==> src/rtl/ms_pkg.sv <==
// Shared definitions for the master switch: FSM state encoding and the
// arbitration-mode constants used by the ARB_MODE parameter.
package ms_pkg;

  typedef enum logic [2:0] {
    ST_IDLE = 3'd0,
    ST_LOAD = 3'd1,
    ST_FIND = 3'd2,
    ST_WAIT = 3'd3,
    ST_RUN  = 3'd4
  } ms_state_e;

  localparam int unsigned ARB_RR    = 0;  // round-robin from the rotating pointer
  localparam int unsigned ARB_FIXED = 1;  // lowest eligible index always wins

endpackage

==> src/rtl/master_switch_rr_if.sv <==
// Handshake bundle between the stream switch and its environment.
//   sending_flag      transmission enabled
//   packet_sent       current packet complete (one-cycle pulse)
//   ready_to_send     downstream frame builder can accept a stream
//   empty_fifo_flags  bit k = 1: stream k FIFO empty
//   selected_streams  bit k = 1: stream k enabled by the user
//   mux_select        granted stream index (0 when not granted)
//   select_ready      mux_select valid, line open
//   grant_onehot      one-hot of the granted stream (0 when not granted)
//   timeout_flag      one-cycle pulse when a RUN is aborted by timeout
// Modports: slave = switch side, master = environment side.
interface master_switch_rr_if #(
  parameter int unsigned N_STREAMS = 8,
  parameter int unsigned SEL_W     = 3
);
  logic                 sending_flag;
  logic                 packet_sent;
  logic                 ready_to_send;
  logic [N_STREAMS-1:0] empty_fifo_flags;
  logic [N_STREAMS-1:0] selected_streams;
  logic [SEL_W-1:0]     mux_select;
  logic                 select_ready;
  logic [N_STREAMS-1:0] grant_onehot;
  logic                 timeout_flag;

  modport slave (
    input  sending_flag, packet_sent, ready_to_send, empty_fifo_flags, selected_streams,
    output mux_select, select_ready, grant_onehot, timeout_flag
  );

  modport master (
    output sending_flag, packet_sent, ready_to_send, empty_fifo_flags, selected_streams,
    input  mux_select, select_ready, grant_onehot, timeout_flag
  );
endinterface

==> src/rtl/rr_priority_encoder.sv <==
// Single-cycle winner selection over a request vector.
//   req   in  N      request bits
//   ptr   in  SEL_W  round-robin start index (ignored when mode = 1)
//   mode  in  1      0 = round-robin from ptr with wrap, 1 = lowest index wins
//   idx   out SEL_W  winning index (0 when no request)
//   valid out 1      at least one request present
module rr_priority_encoder
  import ms_pkg::*;
#(
  parameter int unsigned N     = 8,
  parameter int unsigned SEL_W = 3
) (
  input  logic [N-1:0]     req,
  input  logic [SEL_W-1:0] ptr,
  input  logic             mode,
  output logic [SEL_W-1:0] idx,
  output logic             valid
);

  localparam int unsigned PAD = 32 - SEL_W;

  logic [N-1:0] w_upper;
  logic [N-1:0] w_masked;
  logic [N-1:0] w_src;
  logic         w_found;

  // Round-robin without a scan: requests at or above ptr take precedence;
  // if none, fall back to the whole vector, which gives the wrap to 0.
  always_comb begin
    w_upper = '0;
    for (int unsigned i = 0; i < N; i++) begin
      if (i >= {{PAD{1'b0}}, ptr}) w_upper[i] = 1'b1;
    end
    w_masked = req & w_upper;
    w_src    = (mode || (w_masked == '0)) ? req : w_masked;

    idx     = '0;
    w_found = 1'b0;
    for (int unsigned i = 0; i < N; i++) begin
      if (!w_found && w_src[i]) begin
        idx     = i[SEL_W-1:0];
        w_found = 1'b1;
      end
    end
    valid = |req;
  end

endmodule

==> src/rtl/master_switch_rr.sv <==
// Stream switch: arbitrates between N_STREAMS FIFO-backed datastreams and
// opens the line to one winner per packet.
//   clock   in  rising-edge clock
//   resetn  in  asynchronous reset, active-high (1 = in reset)
//   bus     slave side of master_switch_rr_if (handshake, flags, grant)
// States IDLE -> LOAD -> FIND -> WAIT -> RUN; grant outputs are decoded
// from the registered state so reset removes them without a clock edge.
module master_switch_rr
  import ms_pkg::*;
#(
  parameter int unsigned N_STREAMS      = 8,
  parameter int unsigned SEL_W          = 3,
  parameter int unsigned ARB_MODE       = ARB_RR,
  parameter int unsigned MAX_RUN_CYCLES = 0
) (
  input  logic               clock,
  input  logic               resetn,
  master_switch_rr_if.slave  bus
);

  ms_state_e r_state, w_state_nxt;

  logic [N_STREAMS-1:0] r_mask_q;
  logic [SEL_W-1:0]     r_win_q;
  logic [SEL_W-1:0]     r_ptr_q;

  logic [N_STREAMS-1:0] w_eligible;
  logic [SEL_W-1:0]     w_enc_idx;
  logic                 w_enc_valid;
  logic                 w_mode;
  logic [SEL_W-1:0]     w_win_inc;
  logic                 w_ld_mask;
  logic                 w_ld_win;
  logic                 w_adv_ptr;
  logic                 w_run_start;
  logic                 w_timeout;
  logic                 w_timeout_pulse;
  logic                 w_run;
  logic [N_STREAMS-1:0] w_onehot;

  assign w_mode     = (ARB_MODE == ARB_FIXED);
  assign w_eligible = r_mask_q & ~bus.empty_fifo_flags;
  assign w_win_inc  = (r_win_q == SEL_W'(N_STREAMS - 1)) ? '0 : r_win_q + SEL_W'(1);

  rr_priority_encoder #(
    .N     (N_STREAMS),
    .SEL_W (SEL_W)
  ) u_enc (
    .req   (w_eligible),
    .ptr   (r_ptr_q),
    .mode  (w_mode),
    .idx   (w_enc_idx),
    .valid (w_enc_valid)
  );

  // Run-length watchdog; cleared on entering RUN, saturating.
  generate
    if (MAX_RUN_CYCLES != 0) begin : g_cnt
      localparam int unsigned CW = $clog2(MAX_RUN_CYCLES + 1);
      logic [CW-1:0] r_cnt;

      always_ff @(posedge clock or posedge resetn) begin
        if (resetn) begin
          r_cnt <= '0;
        end else if (w_run_start) begin
          r_cnt <= '0;
        end else if ((r_state == ST_RUN) && (r_cnt != CW'(MAX_RUN_CYCLES))) begin
          r_cnt <= r_cnt + CW'(1);
        end
      end

      assign w_timeout = (r_state == ST_RUN) && (r_cnt == CW'(MAX_RUN_CYCLES - 1));
    end else begin : g_no_cnt
      assign w_timeout = 1'b0;
    end
  endgenerate

  always_ff @(posedge clock or posedge resetn) begin
    if (resetn) r_state <= ST_IDLE;
    else        r_state <= w_state_nxt;
  end

  always_ff @(posedge clock or posedge resetn) begin
    if (resetn) begin
      r_mask_q <= '0;
      r_win_q  <= '0;
      r_ptr_q  <= '0;
    end else begin
      if (w_ld_mask) r_mask_q <= bus.selected_streams;
      if (w_ld_win)  r_win_q  <= w_enc_idx;
      if (w_adv_ptr) r_ptr_q  <= w_win_inc;
    end
  end

  always_comb begin
    w_state_nxt     = r_state;
    w_ld_mask       = 1'b0;
    w_ld_win        = 1'b0;
    w_adv_ptr       = 1'b0;
    w_run_start     = 1'b0;
    w_timeout_pulse = 1'b0;
    unique case (r_state)
      ST_IDLE: begin
        if (bus.sending_flag) w_state_nxt = ST_LOAD;
      end
      ST_LOAD: begin
        w_ld_mask   = 1'b1;
        w_state_nxt = ST_FIND;
      end
      ST_FIND: begin
        if (!bus.sending_flag) begin
          w_state_nxt = ST_IDLE;
        end else if (w_enc_valid) begin
          w_ld_win    = 1'b1;
          w_state_nxt = ST_WAIT;
        end
      end
      ST_WAIT: begin
        if (!bus.sending_flag) begin
          w_state_nxt = ST_IDLE;
        end else if (bus.ready_to_send) begin
          w_run_start = 1'b1;
          w_state_nxt = ST_RUN;
        end
      end
      ST_RUN: begin
        // sending_flag is deliberately ignored here; a completed packet
        // wins over a coincident timeout.
        if (bus.packet_sent) begin
          w_adv_ptr   = !w_mode;
          w_state_nxt = ST_FIND;
        end else if (w_timeout) begin
          w_adv_ptr       = !w_mode;
          w_timeout_pulse = 1'b1;
          w_state_nxt     = ST_FIND;
        end
      end
      default: w_state_nxt = ST_IDLE;
    endcase
  end

  always_comb begin
    w_onehot = '0;
    w_onehot[r_win_q] = 1'b1;
  end

  assign w_run            = (r_state == ST_RUN);
  assign bus.select_ready = w_run;
  assign bus.mux_select   = w_run ? r_win_q : '0;
  assign bus.grant_onehot = w_run ? w_onehot : '0;
  assign bus.timeout_flag = w_timeout_pulse;

endmodule
==> src/flat_wrapper.sv <==
// flat-port wrapper written by rule: the top's interface ports become plain ports
module master_switch_rr_flat import ms_pkg::*;
#(
  parameter int unsigned N_STREAMS      = 8,
  parameter int unsigned SEL_W          = 3,
  parameter int unsigned ARB_MODE       = ARB_RR,
  parameter int unsigned MAX_RUN_CYCLES = 0
)
  (clock, resetn, bus_sending_flag, bus_packet_sent, bus_ready_to_send, bus_empty_fifo_flags, bus_selected_streams, bus_mux_select, bus_select_ready, bus_grant_onehot, bus_timeout_flag);
  master_switch_rr_if #(.N_STREAMS(N_STREAMS), .SEL_W(SEL_W)) bus_i ();
  input  logic clock;
  input  logic resetn;
  input wire logic [$bits(bus_i.sending_flag)-1:0] bus_sending_flag;
  input wire logic [$bits(bus_i.packet_sent)-1:0] bus_packet_sent;
  input wire logic [$bits(bus_i.ready_to_send)-1:0] bus_ready_to_send;
  input wire logic [$bits(bus_i.empty_fifo_flags)-1:0] bus_empty_fifo_flags;
  input wire logic [$bits(bus_i.selected_streams)-1:0] bus_selected_streams;
  output wire logic [$bits(bus_i.mux_select)-1:0] bus_mux_select;
  output wire logic [$bits(bus_i.select_ready)-1:0] bus_select_ready;
  output wire logic [$bits(bus_i.grant_onehot)-1:0] bus_grant_onehot;
  output wire logic [$bits(bus_i.timeout_flag)-1:0] bus_timeout_flag;
  assign bus_i.sending_flag = bus_sending_flag;
  assign bus_i.packet_sent = bus_packet_sent;
  assign bus_i.ready_to_send = bus_ready_to_send;
  assign bus_i.empty_fifo_flags = bus_empty_fifo_flags;
  assign bus_i.selected_streams = bus_selected_streams;
  assign bus_mux_select = bus_i.mux_select;
  assign bus_select_ready = bus_i.select_ready;
  assign bus_grant_onehot = bus_i.grant_onehot;
  assign bus_timeout_flag = bus_i.timeout_flag;
  master_switch_rr #(.N_STREAMS(N_STREAMS), .SEL_W(SEL_W), .ARB_MODE(ARB_MODE), .MAX_RUN_CYCLES(MAX_RUN_CYCLES)) u_core (.clock(clock), .resetn(resetn), .bus(bus_i));
endmodule
==> config.mk <==
export PLATFORM = sky130hd
export DESIGN_NAME = master_switch_rr_flat
export DESIGN_NICKNAME = d
export VERILOG_FILES = /design/src/rtl/ms_pkg.sv /design/src/rtl/master_switch_rr_if.sv /design/src/rtl/rr_priority_encoder.sv /design/src/rtl/master_switch_rr.sv /design/src/flat_wrapper.sv
export SDC_FILE = /design/constraint.sdc
export NUM_CORES = 1
export LEC_CHECK = 0
export ABC_CLOCK_PERIOD_IN_PS = 3800
export BUFFER_PORTS_ARGS = -buffer_cell sky130_fd_sc_hd__buf_2
export CAP_MARGIN = 20
export CORE_ASPECT_RATIO = 0.6
export CORE_MARGIN = 2
export CORE_UTILIZATION = 55
export CTS_CLUSTER_SIZE = 30
export DETAILED_ROUTE_END_ITERATION = 7
export HOLD_SLACK_MARGIN = 0.03
export PLACE_DENSITY_LB_ADDON = 0.25
export SYNTH_ARGS = -nofsm -noshare
export SYNTH_HDL_FRONTEND = slang
export SYNTH_SLANG_ARGS = --single-unit
==> constraint.sdc <==
create_clock -name clock -period 3.8 [get_ports clock]
set_clock_uncertainty 0.1 [all_clocks]
set_input_delay 0.38 -clock clock [delete_from_list [all_inputs] [get_ports clock]]
set_output_delay 0.38 -clock clock [all_outputs]
set_load 0.01 [all_outputs]
# --- After elaboration in Yosys (flattened, before gate mapping) ---
# Cells that the tools add are included.
op_classes:
  n_addsub: 1
  n_lt_le_gt_ge: 9
  n_eq_ne: 9
  n_mux: 40
  bitwise: 3
  reduce_logical: 19
op_table:
  columns: ["op", "count"]
  rows:
  - ["3-bit two-way mux", 14]
  - ["1-bit two-way mux", 22]
  - ["8-bit bitwise AND", 2]
  - ["8-bit two-way mux", 2]
  - ["3-bit case mux with 5 select lines", 1]
  - ["3-bit greater-or-equal comparator (first input constant)", 3]
  - ["1-bit logical AND", 8]
  - ["8-bit logical NOT", 1]
  - ["8-bit NOT", 1]
  - ["8-bit OR reduction", 1]
  - ["1-bit logical NOT", 7]
  - ["3-bit by 2-bit == test with 1-bit output (second input constant)", 2]
  - ["3-bit == test (second input constant)", 2]
  - ["1-bit by 3-bit greater-or-equal comparator with 1-bit output (first input constant)", 2]
  - ["2-bit by 3-bit greater-or-equal comparator with 1-bit output (first input constant)", 2]
  - ["3-bit inequality test (second input constant)", 2]
  - ["3-bit by 4-bit < comparator with 1-bit output (second input constant)", 1]
  - ["2-bit inequality test (second input constant)", 2]
  - ["4-bit AND reduction", 1]
  - ["3-bit by 1-bit adder with 3-bit output (second input constant)", 1]
  - ["1-bit demux with 3-bit select", 1]
  - ["3-bit by 1-bit == test with 1-bit output (second input constant)", 1]
  - ["3-bit by 1-bit greater-or-equal comparator with 1-bit output (second input constant)", 1]
  - ["3-bit logical NOT", 1]
totals:
  regBits: 17
  in_bits: 21
  out_inout_bits: 13
  wordCells: 85

# --- Longest topological paths before layout ---
# Gate-level depths: netlist (run 1).
logic_depth:
  depth_word: 27
  mapped_depth: 7

# --- Cells and area by module ---
# Synthesis (run 1) repeated with hierarchy kept, for this count alone.
unflattened:
  cells_unflattened: 139
  area_unflattened_um2: 1270.0
modules_own_cells:
  columns: ["mod", "instances", "cells_per_inst", "area_per_inst_um2", "seq_area_each_um2"]
  rows:
  - ["master_switch_rr", 1, 80, 890.9, 425.4]
  - ["rr_priority_encoder", 1, 59, 379.1, 0.0]

# --- Worst setup path before layout (run 1) ---
# No wires, ideal clock.
synth_path:
  kind: "in2reg"
  start: "input port bus_empty_fifo_flags[0]"
  end: "register u_core.r_win_q[0]"
  arrival_ns: 1.669
  slack_ns: 1.905
  cell_stages: 6
  path_buffers: 0
  path_cell_list: "nand2b_2 -> o311a_4 -> a21oi_4 -> nor2_2 -> mux2_4 -> a221o_1"
synth_via:
  elab_chain_cells: 27
  elab_cells_between_ends: 37
synth_rtl:
  columns: ["element", "line", "text"]
  rows:
  - ["start: declaration", "flat_wrapper.sv:16", "input wire logic [$bits(bus_i.empty_fifo_flags)-1:0] bus_empty_fifo_flags;"]
  - ["8-bit NOT *", "master_switch_rr.sv:42", "assign w_eligible = r_mask_q & ~bus.empty_fifo_flags;"]
  - ["8-bit bitwise AND *", "master_switch_rr.sv:42", null]
  - ["8-bit bitwise AND", "rr_priority_encoder.sv:34", "w_masked = req & w_upper;"]
  - ["8-bit logical NOT", "rr_priority_encoder.sv:35", "w_src = (mode || (w_masked == '0)) ? req : w_masked;"]
  - ["8-bit two-way mux", "rr_priority_encoder.sv:35", null]
  - ["1-bit two-way mux", "rr_priority_encoder.sv:40", "if (!w_found && w_src[i]) begin"]
  - ["1-bit logical NOT", "rr_priority_encoder.sv:40", null]
  - ["1-bit logical AND", "rr_priority_encoder.sv:40", null]
  - ["[11 not listed]", null, null]
  - ["1-bit logical AND", "rr_priority_encoder.sv:40", null]
  - ["1-bit two-way mux", "rr_priority_encoder.sv:40", null]
  - ["1-bit logical NOT", "rr_priority_encoder.sv:40", null]
  - ["1-bit logical AND", "rr_priority_encoder.sv:40", null]
  - ["1-bit two-way mux", "rr_priority_encoder.sv:40", null]
  - ["1-bit logical NOT", "rr_priority_encoder.sv:40", null]
  - ["1-bit logical AND", "rr_priority_encoder.sv:40", null]
  - ["3-bit two-way mux", "rr_priority_encoder.sv:40", null]
  - ["end signal: assignment", "master_switch_rr.sv:90", "if (w_ld_win) r_win_q <= w_enc_idx;"]
  - ["end: declaration", "master_switch_rr.sv:24", "logic [SEL_W-1:0] r_win_q;"]
# Mark *: on every way between the ends. The rest lies on a longest branch, timed or not.
# A chain may end at the register's enable or synchronous reset.

# --- Final worst setup path (run 1) ---
layout_path:
  start: "register u_core.r_state[0]"
  end: "output port bus_grant_onehot[1]"
layout_via:
  elab_chain_cells: 2
layout_rtl:
  columns: ["element", "line", "text"]
  rows:
  - ["start: declaration", "master_switch_rr.sv:21", "ms_state_e r_state, w_state_nxt;"]
  - ["start signal: assignment", "master_switch_rr.sv:80", "else r_state <= w_state_nxt;"]
  - ["3-bit == test", "master_switch_rr.sv:147", "assign w_run = (r_state == ST_RUN);"]
  - ["8-bit two-way mux", "master_switch_rr.sv:150", "assign bus.grant_onehot = w_run ? w_onehot : '0;"]
  - ["end: declaration", "flat_wrapper.sv:20", "output wire logic [$bits(bus_i.grant_onehot)-1:0] bus_grant_onehot;"]
# No other way between the ends.

==> flow_summary_export.csv, run 1 <==
group,metric,value,unit
floorplanning,dieWidth,64.6,µm
timing,tightest_slew,0.679,ns
grt,grt_pass1_vias,983,
place,gp_congestion,0.946,
yosys,synth_fp_nets,156,
worst_setup_path,cp.required,3.32,ns
yosys,ys_ff_latch,17,
yosys,synthMuxAreaShare,0.0960,
grt,grt_antenna_before_repair,0,
cts,numClockSinks,17,
yosys,async_reset_ff_frac,1.00,
cts,cts_tree,"done",
final_layout,drive_gt1_frac,0.333,
yosys,synth_xor_area_frac,0,
yosys,synth_cells,133,
detailed_routing,first_pass_iters,4,
min_path,hold_class,"input port to asynchronous set/reset pin",
worst_setup_path,worstPathArrival,1.74,ns
yosys,ys_types,43,
yosys,synth_flop_cell,"dfrtp_1",
worst_setup_path,crit_start,"u_core.r_state[0]",
detailed_routing,avgRoutedWirePerCell,14.5,µm
timing,finalCritPeriodShare,0.583,
worst_setup_path,crit_path_end_kind,"primary output",
place,hpwl,2240,µm
final_layout,diodes,0,
cts,clock_path_buffers,2,
floorplanning,core,2130,µm²
worst_setup_path,r2r-end,"u_core.r_win_q[0]",
timing,final.min_clock_period,2.22,ns
yosys,synth_top_area_frac,0.351,
timing,setup_viol,0,
floorplanning,die-area,2610,µm²
floorplanning,start_util,0.569,
worst_setup_path,reg2regPathDepth,6,
timing,finalSetupTns,0,ns
grt,overflow,0,
worst_setup_path,r2r-start,"u_core.r_ptr_q[1]",
yosys,synthAdderAreaFrac,0.0206,
yosys,synth_edf_count,0,
cts,clkTransAtPathRegs,0.07,ns
cts,cts_setup_buffers,0,
grt,grtUsageTotal,0.238,
yosys,synth-compound-area-share,0.221,
cts,cts_resized,0,
detailed_routing,drt_iter0_drc,88,
floorplanning,die_y,40.4,µm
yosys,synthTopCellsByArea,"dfrtp_1 35%, mux2_2 8.4%, nand2b_1 5.2%, nand2_1 4.6%, o21ai_0 3.7%",
place,dp_slack,1.64,ns
yosys,syn_avg_cell_area,9.12,µm²
cts,htreeDepth,1,
final_layout,seq_area,425,µm²
detailed_routing,routed_wl,2830,µm
final_layout,fill_cells,195,
yosys,yosysSeqAreaShare,0.351,
floorplanning,rows,13,
detailed_routing,vias_per_cell,5.72,
detailed_routing,final_antenna_net_count,0,
final_layout,multiInputGateArea,743,µm²
timing,rsz0062_at_grt,"no",
timing,drv_slew,0,
yosys,synth.most_common_cell,"dfrtp_1",
grt,grt_first_pass_wirelength,4590,µm
yosys,synth_top_family_by_area,"simple AND/OR/NAND/NOR gates",
cts,cts-root-buf,"clkbuf_8",
pwr,power_leakage,0.684,nW
pwr,power_density,642,nW/µm²
yosys,ys_warn_count,0,
timing,fin_ws,1.58,ns
pwr,ir_drop,0.303,mV
timing,hold_viol,0,
outcome,outcome,"completed",
final_layout,layout.nets,189,
run,max_cap_viol_count,0,
detailed_routing,vias,1115,
cts,cts_inserted_buffers,3,
yosys,yosysTopAreaCell,"dfrtp_1",
worst_setup_path,worstSetupPathType,"flip-flop to primary output",
yosys,yosys.area_share.simple,0.272,
worst_setup_path,crit_end,"bus_grant_onehot[1]",
cts,worst_skew_pair.late_latency,0.25,ns
detailed_routing,drc,0,
worst_setup_path,cp_max_fo,7,
final_layout,area.growth.synth_to_final,17.8,%
timing,maxSlewHeadroom,0.547,
grt,grt_max_degree,18,
place,port_buffers,32,
timing,max_clock_freq,451,MHz
yosys,synthTopCellsByCount,"17 x dfrtp_1, 15 x nand2_1, 11 x nor2_1",
floorplanning,io_pins,34,
worst_setup_path,startpoint_type,"flip-flop",
worst_setup_path,rrSetupSlack,1.60,ns
cts,ctsHoldBuffers,0,
yosys,synth_area,1210,µm²
-- registers in the layout (all words and copies together), names as in the netlist --
register	count
u_core.r_ptr_q	3
u_core.r_state	3
u_core.r_mask_q	8
u_core.r_win_q	3
-- through the flow --
step | std cells | utilization | area, µm² | power [mW] | hold WS (ns)
6_report | 195 | 0.670 | 1430 | 0.917 | 0.115
4_1_cts | 195 | 0.670 | 1430 | 0.917 | 0.134
3_3_place_gp | 191 | 0.648 | 1380 | 0.767 | 0.390
5_1_grt | 195 | 0.670 | 1430 | 0.996 | 0.163
3_5_place_dp | 191 | 0.648 | 1380 | 0.778 | 0.401
2_1_floorplan | 133 | - | 1210 | 0.689 | 0.206
-- report_power, final --
part	internal, mW	total (mW)	switching, mW
clock	0.0727	0.134	0.0618
sequential	0.258	0.369	0.111
combinational	0.204	0.413	0.209
-- how the worst min path moves through the flow --
stage                               to  slack [ns]  cells past startpoint
detailed placement  u_core.r_mask_q[5]        0.40                      1
floorplan           u_core.r_mask_q[0]        0.21                      1
CTS                 u_core.r_mask_q[0]        0.13                      2
global placement    u_core.r_mask_q[3]        0.39                      1
global route        u_core.r_mask_q[0]        0.16                      2
finish              u_core.r_mask_q[0]        0.12                      2
-- layout by cell type (no fill, tap or decap), types with 2 or more instances in the layout --
master and instances:
a21oi_1 5, and3_1 3, buf_2 32, clkbuf_8 3
dfrtp_1 17, ha_1 2, inv_1 4, mux2_2 9
nand2_1 15, nand2b_1 10, nand4_1 2, nor2_1 11
nor2b_1 4, nor3_1 4, nor4_1 2, o21a_1 2
o21ai_0 9, o22ai_1 3, o31ai_1 2, o41ai_1 3
-- layout make-up --
type	count	share of cell area
Inverter	4	0.0105
Tap cell	30	0.0263
Timing Repair Buffer	32	0.112
Multi-Input combinational cell	108	0.521
Sequential cell	17	0.298
Clock buffer	3	0.0289
Clock inverter	1	0.00351
-- worst max-delay path: stages (launching register included) --
cell and delay [ns]:
dfrtp_1 0.44, nor2_1 0.25, nand2_1 0.21, inv_1 0.14, nand2_1 0.13, nor3_1 0.15
buf_2 0.15
-- layer usage --
layer | global-route usage | vias to the layer above | wire (µm)
met3 | 0.0618 | 2 | 263
met4 | 0.0266 | 0 | 8
met5 | 0 | - | 0
met2 | 0.393 | 49 | 1240
li1 | - | 550 | -
met1 | 0.332 | 514 | 1320
-- logic make-up (layout without fill, tap and decap cells) --
kind of cell	Yosys count	in the layout
AND/OR/NAND/NOR	60	60
AO/OA/AOI/OAI	35	35
flip-flops	17	17
multiplexers	10	10
buffers and inverters	8	40
adder cells (fa/ha/maj)	2	2
other	1	1
(Power assumes the default switching activity.)
==> run 2, diff against run 1 <==
--- a/config.mk
+++ b/config.mk
@@ -5,12 +5,13 @@
 export SDC_FILE = /design/constraint.sdc
 export NUM_CORES = 1
 export LEC_CHECK = 0
-export ABC_CLOCK_PERIOD_IN_PS = 3800
+export ABC_AREA = 1
+export ABC_CLOCK_PERIOD_IN_PS = 1850
 export BUFFER_PORTS_ARGS = -buffer_cell sky130_fd_sc_hd__buf_2
 export CAP_MARGIN = 20
 export CORE_ASPECT_RATIO = 0.6
 export CORE_MARGIN = 2
-export CORE_UTILIZATION = 55
+export CORE_UTILIZATION = 46
 export CTS_CLUSTER_SIZE = 30
 export DETAILED_ROUTE_END_ITERATION = 7
 export HOLD_SLACK_MARGIN = 0.03
==> constraint.sdc (replaced) <==
create_clock -name clock -period 1.85 [get_ports clock]
set_clock_uncertainty 0.1 [all_clocks]
set_input_delay 0.185 -clock clock [delete_from_list [all_inputs] [get_ports clock]]
set_output_delay 0.185 -clock clock [all_outputs]
set_load 0.01 [all_outputs]
==> run 2 against run 1 <==
The flow now finishes with violations (negative setup slack). Combinational power rose to 3.8 times the previous value. Clock power is 110% higher. Setup slack worse by 1.7 ns. Via count up 20%. Area after synthesis fell by 4.2%. Hold slack lost 0.075 ns. First-iteration DRC count grew 70%. Flip-flop and latch count did not move. Critical endpoint is now u_core.r_win_q[1].
==> flow_summary_export.csv, run 2 <==
group,metric,value,unit
outcome,outcome,"finished with violations",
outcome,violations,"negative setup slack",
detailed_routing,vias,1342,
detailed_routing,vias_per_cell,5.26,
yosys,ys_ff_latch,17,
detailed_routing,drc,0,
floorplanning,die_y,42.9,µm
place,hpwl,2420,µm
grt,grt_pass1_vias,1153,
cts,cts_inserted_buffers,3,
grt,grt_antenna_before_repair,0,
floorplanning,die-area,2960,µm²
worst_setup_path,worstPathArrival,2.00,ns
detailed_routing,final_antenna_net_count,0,
final_layout,drive_gt1_frac,0.386,
floorplanning,dieWidth,68.9,µm
final_layout,area.growth.synth_to_final,37.6,%
grt,overflow,0,
floorplanning,io_pins,34,
min_path,whs_path_depth,3,
timing,max_clock_freq,519,MHz
detailed_routing,avgRoutedWirePerCell,13.9,µm
worst_setup_path,startpoint_type,"flip-flop",
timing,drv_slew,0,
pwr,seqPwrFrac,0.285,
worst_setup_path,cpMostUsedCell,"nor2_4",
yosys,synth_edf_count,0,
timing,maxSlewHeadroom,0.541,
final_layout,largest_register_ff_count,8,
grt,grt_first_pass_wirelength,4880,µm
yosys,ys_warn_count,0,
yosys,synth.most_common_cell,"nand2_1",
final_layout,seq_area,429,µm²
pwr,power_density,1620,nW/µm²
yosys,async_reset_ff_frac,1.00,
worst_setup_path,cp_max_fo,6,
pwr,clkPwrFrac,0.109,
yosys,yosysTopAreaCell,"dfrtp_1",
pwr,ir_drop,1.00,mV
final_layout,largest-register,"u_core.r_mask_q",
pwr,power_leakage,0.831,nW
place,port_buffers,32,
cts,htreeDepth,1,
final_layout,multiInputGateArea,738,µm²
timing,setup_viol,3,
cts,clkTransAtPathRegs,0.07,ns
yosys,synth_area,1160,µm²
timing,fin_ws,-0.0762,ns
yosys,synth_cells,180,
timing,hold_viol,0,
floorplanning,core,2450,µm²
run,max_cap_viol_count,0,
worst_setup_path,reg2regPathDepth,11,
pwr,switchingPower,1.31,mW
timing,finalCritPeriodShare,1.04,
pwr,p_comb_frac,0.605,
min_path,hold_class,"input port to flip-flop",
yosys,synthTopCellsByCount,"43 x nand2_1, 33 x nor2_1, 29 x inv_1",
yosys,synthTopCellsByArea,"dfrtp_1 37%, nand2_1 14%, nor2_1 11%, inv_1 9.4%, o21ai_0 6.0%",
yosys,synth_top_area_frac,0.366,
final_layout,fin_cells,255,
timing,tightest_slew,0.688,ns
place,dp.cells,246,
floorplanning,rows,14,
pwr,power.internal,1.27,mW
worst_setup_path,slowest_stage,"dfrtp_2",
detailed_routing,routed_wl,3540,µm
place,gp_congestion,1.04,
grt,grtUsageTotal,0.222,
final_layout,layout.nets,247,
cts,cts-root-buf,"clkbuf_8",
timing,rsz0062_at_grt,"yes",
worst_setup_path,worstSetupPathType,"flip-flop to flip-flop",
timing,finalSetupTns,-0.190,ns
timing,final.min_clock_period,1.93,ns
cts,worst_skew_pair.late_latency,0.25,ns
worst_setup_path,cp.required,1.93,ns
detailed_routing,first_pass_iters,5,
final_layout,layout_common_cells,"32 x buf_2, 29 x nand2_1, 27 x inv_1, 27 x nor2_1",
yosys,syn_avg_cell_area,6.45,µm²
pwr,swShare,0.507,
yosys,synth_fp_nets,203,
final_layout,diodes,0,
final_layout,fill_cells,211,
worst_setup_path,crit_path_cell_trace,"nor2_4 -> nand3_2 -> nand2_4 -> nor2_4 -> nand3_1 -> nand2_2 -> nor2_4 -> nand3_2 -> nor2_4 -> o21ai_2 -> a21oi_1",
cts,cts_tree,"done",
yosys,ys_types,22,
final_layout,layout_commonest_cell,"buf_2",
cts,clock_path_buffers,2,
worst_setup_path,rrSetupSlack,-0.08,ns
worst_setup_path,crit_path_end_kind,"flip-flop",
grt,grt_max_degree,18,
floorplanning,start_util,0.473,
worst_setup_path,critPathMaxStageDelay,0.48,ns
yosys,synth_flop_cell,"dfrtp_1",
detailed_routing,drt_iter0_drc,150,
cts,numClockSinks,17,
yosys,yosysSeqAreaShare,0.366,
-- run 2: critical path, delay by kind of cell (launching register included) --
kind	cells	cell delay (ns)
simple gates	9	1.04
flops	1	0.48
compound gates	2	0.23
-- run 2: metrics by stage --
step	util	setup WS [ns]	power (mW)	hold WS [ns]	area, µm²
global route	0.652	-0.194	2.77	0.0580	1600
global placement	0.563	0.0555	1.83	0.209	1380
CTS	0.586	0.00258	2.18	0.0401	1440
floorplan	-	0.261	1.57	0.0111	1160
finish	0.652	-0.0762	2.58	0.0405	1600
detailed placement	0.563	0.0110	1.90	0.213	1380
-- run 2: logic make-up after synthesis --
group,synth area share
AND/OR/NAND/NOR,0.406
other,0.00323
adder cells (fa/ha/maj),0.0215
AO/OA/AOI/OAI,0.0959
flip-flops,0.366
buffers and inverters,0.107
-- run 2: layout make-up --
class | instances | share of cell area
Multi-Input combinational cell | 131 | 0.462
Sequential cell | 17 | 0.269
Timing Repair Buffer | 41 | 0.144
Inverter | 30 | 0.0720
Clock buffer | 4 | 0.0282
Tap cell | 32 | 0.0251
-- run 2: per-layer routing --
metal	wire, µm	up-vias	GRT usage
met3	291	19	0.0477
li1	-	647	-
met1	1500	603	0.301
met4	86	0	0.0353
met2	1660	73	0.367
met5	0	-	0
-- run 2: final timing paths --
check	from	to
max	u_core.r_ptr_q[2]	u_core.r_win_q[1]
min	bus_selected_streams[3]	u_core.r_mask_q[3]
max reg2reg	u_core.r_ptr_q[2]	u_core.r_win_q[1]
min reg2reg	u_core.r_win_q[0]	u_core.r_win_q[0]
max in group asynchronous	resetn	u_core.r_ptr_q[0]
min in group asynchronous	resetn	u_core.r_mask_q[7]
-- run 2: repair_timing --
| item | CTS | global route |
|---|---|---|
| hold endpoints to repair | 17 | 0 |
| gates resized for setup | 1 | 41 |
| setup endpoints to repair | 1 | 3 |
| pin swaps | 0 | 15 |
| buffers inserted | 0 | 4 |
| hold buffers | 1 | 0 |
-- run 2: power by group through the flow --
stage | Combinational, mW | Sequential, mW | Clock (mW)
2_1_floorplan | 0.912 | 0.659 | 0
3_3_place_gp | 1.14 | 0.689 | 0
3_5_place_dp | 1.20 | 0.695 | 0
4_1_cts | 1.21 | 0.693 | 0.282
5_1_grt | 1.72 | 0.753 | 0.297
6_report | 1.56 | 0.737 | 0.282
